<file path="config.mk">
export PLATFORM = sky130hd
export DESIGN_NAME = alert_gen
export DESIGN_NICKNAME = d
export VERILOG_FILES = /design/src/rtl/alert_pkg.sv /design/src/rtl/alert_window.sv /design/src/rtl/alert_gen.sv
export SDC_FILE = /design/constraint.sdc
export NUM_CORES = 1
export LEC_CHECK = 0
export ABC_AREA = 1
export ABC_CLOCK_PERIOD_IN_PS = 5300
export BUFFER_PORTS_ARGS = -buffer_cell sky130_fd_sc_hd__buf_2
export CAP_MARGIN = 5
export CORE_ASPECT_RATIO = 0.6
export CORE_MARGIN = 5
export CORE_UTILIZATION = 39
export DETAILED_ROUTE_END_ITERATION = 6
export GPL_TIMING_DRIVEN = 0
export HOLD_SLACK_MARGIN = 0.05
export PLACE_DENSITY = 0.67
export SYNTH_ARGS = -nofsm -noshare
export SYNTH_HDL_FRONTEND = slang
export SYNTH_SLANG_ARGS = --single-unit
</file>
<file path="constraint.sdc">
create_clock -name sysclk -period 5.3 [get_ports sysclk]
set_clock_uncertainty 0.15 [all_clocks]
set_input_delay 0.265 -clock sysclk [delete_from_list [all_inputs] [get_ports sysclk]]
set_output_delay 0.265 -clock sysclk [all_outputs]
set_load 0.05 [all_outputs]
</file>
<file path="src/rtl/alert_pkg.sv">
// Shared types and helpers for the alert_gen frame-strobe generator.
// Holds the channel window config, the window-hit compare and the reset constants.
package alert_pkg;

    // Widest frame position supported; channels zero-extend their CNT_W fields into this.
    localparam int POS_W = 16;

    typedef struct packed {
        logic [POS_W-1:0] offset;
        logic [POS_W-1:0] width;
    } win_cfg_t;

    localparam win_cfg_t CFG_RST         = '0;
    localparam logic     RST_STROBE      = 1'b0;
    localparam logic     RST_FRAME_START = 1'b0;
    localparam logic     RST_BUSY        = 1'b0;

    // End of window is formed one bit wider so offset+width never wraps.
    function automatic logic win_hit(input win_cfg_t cfg, input logic [POS_W-1:0] pos);
        logic [POS_W:0] win_end;
        win_end = {1'b0, cfg.offset} + {1'b0, cfg.width};
        return (pos >= cfg.offset) && ({1'b0, pos} < win_end);
    endfunction

endpackage

</file>
<file path="src/rtl/alert_window.sv">
// One strobe channel: shadow/active window config plus registered window compare.
// Latency: strobe is registered from next_count, so it aligns with count; no backpressure.
module alert_window
    import alert_pkg::*;
#(
    parameter int CNT_W = 8
) (
    input  logic             sysclk,
    input  logic             reset,
    input  logic             cfg_load,
    input  logic [CNT_W-1:0] cfg_offset,
    input  logic [CNT_W-1:0] cfg_width,
    input  logic             xfer,
    input  logic [CNT_W-1:0] next_count,
    output logic             strobe
);

    win_cfg_t shadow_cfg;
    win_cfg_t active_cfg;
    win_cfg_t active_next;
    win_cfg_t load_cfg;

    always_comb begin
        load_cfg        = CFG_RST;
        load_cfg.offset = POS_W'(cfg_offset);
        load_cfg.width  = POS_W'(cfg_width);
        active_next     = xfer ? shadow_cfg : active_cfg;
    end

    // Transfer reads the shadow before this edge's load overwrites it.
    always_ff @(posedge sysclk or negedge reset) begin
        if (!reset) begin
            shadow_cfg <= CFG_RST;
            active_cfg <= CFG_RST;
            strobe     <= RST_STROBE;
        end else begin
            if (cfg_load) begin
                shadow_cfg <= load_cfg;
            end
            active_cfg <= active_next;
            strobe     <= win_hit(active_next, POS_W'(next_count));
        end
    end

endmodule

</file>
<file path="src/rtl/alert_gen.sv">
// Frame counter with NUM_CH programmable strobe windows; ALERT_EXT_SYNC_EN adds an ext_sync input.
// Latency: count/strobe/frame_start registered from one next-count; config applies at a boundary; no backpressure.
module alert_gen
    import alert_pkg::*;
#(
    parameter  int FRAME_LEN = 256,
    parameter  int NUM_CH    = 2,
    localparam int CNT_W     = $clog2(FRAME_LEN)
) (
    input  logic                    sysclk,
    input  logic                    reset,
    input  logic                    run,
    input  logic [NUM_CH*CNT_W-1:0] cfg_offset,
    input  logic [NUM_CH*CNT_W-1:0] cfg_width,
    input  logic                    cfg_load,
    output logic                    cfg_busy,
    output logic [CNT_W-1:0]        count,
    output logic                    frame_start,
    output logic [NUM_CH-1:0]       strobe
`ifdef ALERT_EXT_SYNC_EN
    ,
    input  logic                    ext_sync
`endif
);

    localparam logic [CNT_W-1:0] LAST_POS = CNT_W'(FRAME_LEN - 1);

    logic             sync;
    logic             wrap;
    logic             boundary;
    logic             xfer;
    logic [CNT_W-1:0] next_count;

`ifdef ALERT_EXT_SYNC_EN
    assign sync = ext_sync;
`else
    assign sync = 1'b0;
`endif

    // A sync landing on the last position coincides with the wrap: still one boundary.
    always_comb begin
        wrap     = run && (count == LAST_POS);
        boundary = sync || wrap;
        xfer     = cfg_busy && (boundary || !run);
        if (boundary) begin
            next_count = '0;
        end else if (run) begin
            next_count = count + CNT_W'(1);
        end else begin
            next_count = count;
        end
    end

    always_ff @(posedge sysclk or negedge reset) begin
        if (!reset) begin
            count       <= '0;
            frame_start <= RST_FRAME_START;
            cfg_busy    <= RST_BUSY;
        end else begin
            count       <= next_count;
            frame_start <= boundary;
            if (cfg_load) begin
                cfg_busy <= 1'b1;
            end else if (xfer) begin
                cfg_busy <= 1'b0;
            end
        end
    end

    for (genvar i = 0; i < NUM_CH; i++) begin : g_ch
        alert_window #(
            .CNT_W(CNT_W)
        ) u_win (
            .sysclk     (sysclk),
            .reset      (reset),
            .cfg_load   (cfg_load),
            .cfg_offset (cfg_offset[i*CNT_W +: CNT_W]),
            .cfg_width  (cfg_width[i*CNT_W +: CNT_W]),
            .xfer       (xfer),
            .next_count (next_count),
            .strobe     (strobe[i])
        );
    end

endmodule

</file>
==> metrics.md <==
| Metric | Value |
|---|---|
| Antenna Cells | `0` |
| Met2 Track Usage GR | `24.0%` |
| Count of cell types in the netlist | `46` |
| Top FF cell, synth | `dfrtp_1` |
| Sequential fraction of the synthesis area | `39.8%` |
| Final Wtd Congestion | `0.899` |
| Crit path required time | `5360 ps` |
| Fin. max-slew vios | `0` |
| Status | `finished clean` |
| Antenna violations before repair | `0` |
| R2r setup slk | `400 ps` |
| Least-Margin Pin Slew | `867 ps` |
| Wire length per cell | `14.2 um` |
| Die width | `180 um` |
| Vias per std cell | `4.75` |
| Area after DPL | `7340 sq um` |
| EDFF count, synth | `0` |
| Hold Fails Final Rpt | `0` |
| Dpl ws | `112 ps` |
| R2r startpoint | `count[0]` |
| GRT overflow | `0` |
| Initial core utilization | `39.6%` |
| GRT Util Overall | `17.3%` |
| Root buffer cell | `clkbuf_16` |
| Fmax | `204 MHz` |
| Die H | `112 um` |
| Asr flop ratio synth | `100%` |
| Clock Path Buffers | `2` |
| Sink Count | `108` |
| Post-Synthesis Cells | `857` |
| First-pass GRT wire length | `28.4 mm` |
| #FFs+latches synth | `108` |
| P_leak | `4.19 nW` |
| Post-route cell area | `7980 sq um` |
| CP Launch Type | `flop` |
| Synthesized net count | `953` |
| Setup TNS Final | `0 ps` |
| TritonRoute pass-1 iters | `4` |
| Ports | `48` |
| Setup Buffers After CTS | `0` |
| CP Class | `flop to flop` |
| Avg Inst Size Synth | `7.92 sq um` |
| Remaining DRCs | `0` |
| Critical Path End Type | `flop` |
| Setup slack after layout | `399 ps` |
| WP data arrival | `4970 ps` |
| Final WL | `16.8 mm` |
| Max_slew headroom | `42.0%` |
| PortBufs | `46` |
| Max-cap violations | `0` |
| Worst path max stage delay | `500 ps` |
| Synth area leader | `dfrtp_1` |
| GRT Max-Usage Layer | `met1` |
| Nets | `1044` |
| Starting DRC count in detailed routing | `352` |
| R2R Path End | `g_ch[0].u_win.strobe` |
| Unrepaired setup endpoints after global routing | `no` |
| CP max-delay cell | `clkbuf_1` |
| Largest net degree at the start of global routing | `60` |
| Clock transition at the registers of the reported paths | `80 ps` |
| Synth-to-Final Area Change | `17.5%` |
| Min-Delay Endpoint | `cfg_busy` |
| CTS tree | `yes` |
| Cell Pwr Density | `349 nW/um^2` |
| Met3 Track Usage GR | `4.18%` |
| Rows | `37` |
| Core area | `17100 sq um` |
| Post-detail-place hpwl | `13.1 mm` |
| Most frequent CP cell | `nand2_1` |
| Post-layout util | `46.6%` |
| Hold Crit Depth | `3` |
| Top post-synthesis cells by area | `dfrtp_1 (40%), ha_1 (11%), nand2_1 (10%)` |
| Antenna-violating nets left | `0` |
| Vias in the first global route | `5524` |
| # H-tree levels | `3` |
| Yosys warns | `0` |
| Peak VDD IR | `0.169 mV` |
| Share of cells above drive strength 1 | `15.4%` |
| Final Critical Period | `4900 ps` |
| Hold Startpoint | `run` |
| Worst r2r path cells | `30` |
| Clock latency on the worst-skew pair | `360 ps` |
| Max FO, Critical Path | `10` |
| Final setup vio count | `0` |
| Worst min path class | `primary input to flop` |
| Tot Pwr | `2.78 mW` |
| DR vias | `5636` |
| Total Die Area | `20200 sq um` |
| Met1 usage | `26.9%` |
| Fin crit share | `92.5%` |
| Mapped cell area | `6790 sq um` |
| Yosys top cell area share | `39.8%` |
| Total CTS buffers | `9` |
## cells in the mapped netlist, drive strengths merged, types with 2 or more instances
cell and n:
nand2 234, nor2 73, a31oi 5, o21ai 67
xor2 8, a31o 2, a21oi 36, or2 7
o211ai 3, dfrtp 108, nand3b 3, nand3 42
buf 7, ha 58, fa 2, a211oi 2
o21bai 2, xnor2 7, nor4 2, nand4 8
inv 144, clkbuf 14, nor3 12, a21o 3
## through the flow
stage,hold slack [ps],instances
4_1_cts,110,1187
2_1_floorplan,-181,857
6_report,121,1187
5_1_grt,123,1187
3_5_place_dp,247,1138
3_3_place_gp,307,1137
## where the power goes
part           total, mW  internal [mW]  switching [mW]
clock network      0.659          0.329           0.330
logic               1.15          0.414           0.739
registers          0.970          0.914          0.0558
total               2.78           1.66            1.13
## sequential cells by signal (all words and copies together) (netlist names), named ones only
name and count:
cfg_busy 1, count 8, frame_start 1, g_ch.u_win.active_cfg 62, g_ch.u_win.shadow_cfg 32, g_ch.u_win.strobe 2
## critical path, delay by kind of cell (launching register included)
family / cells / cell delay (ps)
XOR/XNOR: 1 / 180
flip-flops: 1 / 420
adder cells (fa/ha/maj): 4 / 1220
buffers and inverters: 5 / 840
AND/OR/NAND/NOR: 17 / 1440
AO/OA/AOI/OAI: 3 / 520
## repair_timing
action                                  4_1_cts  5_1_grt
gates resized for setup                       0        5
hold endpoints to repair                     90        0
endpoints found under the setup margin        0        2
hold buffers                                 33        0
## final cells by class
type / instances / area, sq um
repair buffers: 80 / 591
multi-input cells: 584 / 3430
well taps: 234 / 293
flip-flops and latches: 108 / 2700
clock inverters: 6 / 55.1
plain buffers: 21 / 138
fillers: 1686 / 9150
clock buffers: 10 / 229
inverters: 144 / 541
## worst max path at each step
| stage | cells after the start | slack [ps] | end | start |
|---|---|---|---|---|
| 2_1_floorplan | 34 | 850 | g_ch[1].u_win.strobe | count[1] |
| 3_3_place_gp | 34 | 230 | g_ch[1].u_win.strobe | count[0] |
| 3_5_place_dp | 34 | 110 | g_ch[1].u_win.strobe | count[0] |
| 4_1_cts | 34 | 90 | g_ch[1].u_win.strobe | count[0] |
| 5_1_grt | 34 | 40 | g_ch[1].u_win.strobe | count[0] |
| 6_report | 30 | 400 | g_ch[0].u_win.strobe | count[0] |
## per-layer routing
layer / vias up / share of wire, %
met5: - / 0
met1: 2594 / 54
met4: 0 / 1.4
li1: 2905 / -
met2: 121 / 38
met3: 16 / 5.7
## cells in the final DEF, fill, tap and decap left out, types with 3 or more instances in the layout
cell type and instances:
buf_4 3, a21o_1 3, nand4_1 8, nor2_2 3, o211ai_1 3, clkinv_4 3, nand2_2 38, clkbuf_16 9
nor2_1 67, nor2_4 3, nand3_1 41, or2_2 7, nand2_4 8, nand2_1 186, xor2_1 8, o21ai_0 59
buf_6 3, dlygate4sd3_1 33, o21ai_2 7, dfrtp_1 108, ha_1 57, inv_1 142, clkbuf_1 13, a31oi_1 4
xnor2_1 7, a21oi_1 36, nor3_1 12, buf_2 47
## cells by family after synthesis
family / after synthesis / share of synthesized area [%]
DFF: 108 / 39.8
buffers and inverters: 165 / 9.97
and+or+nand+nor: 383 / 26.5
adders and majority gates: 60 / 11.3
xor gates and xnor gates: 15 / 1.93
AOI/OAI and AO/OA: 126 / 10.5
Note: power is estimated with default switching activity, not from simulation.
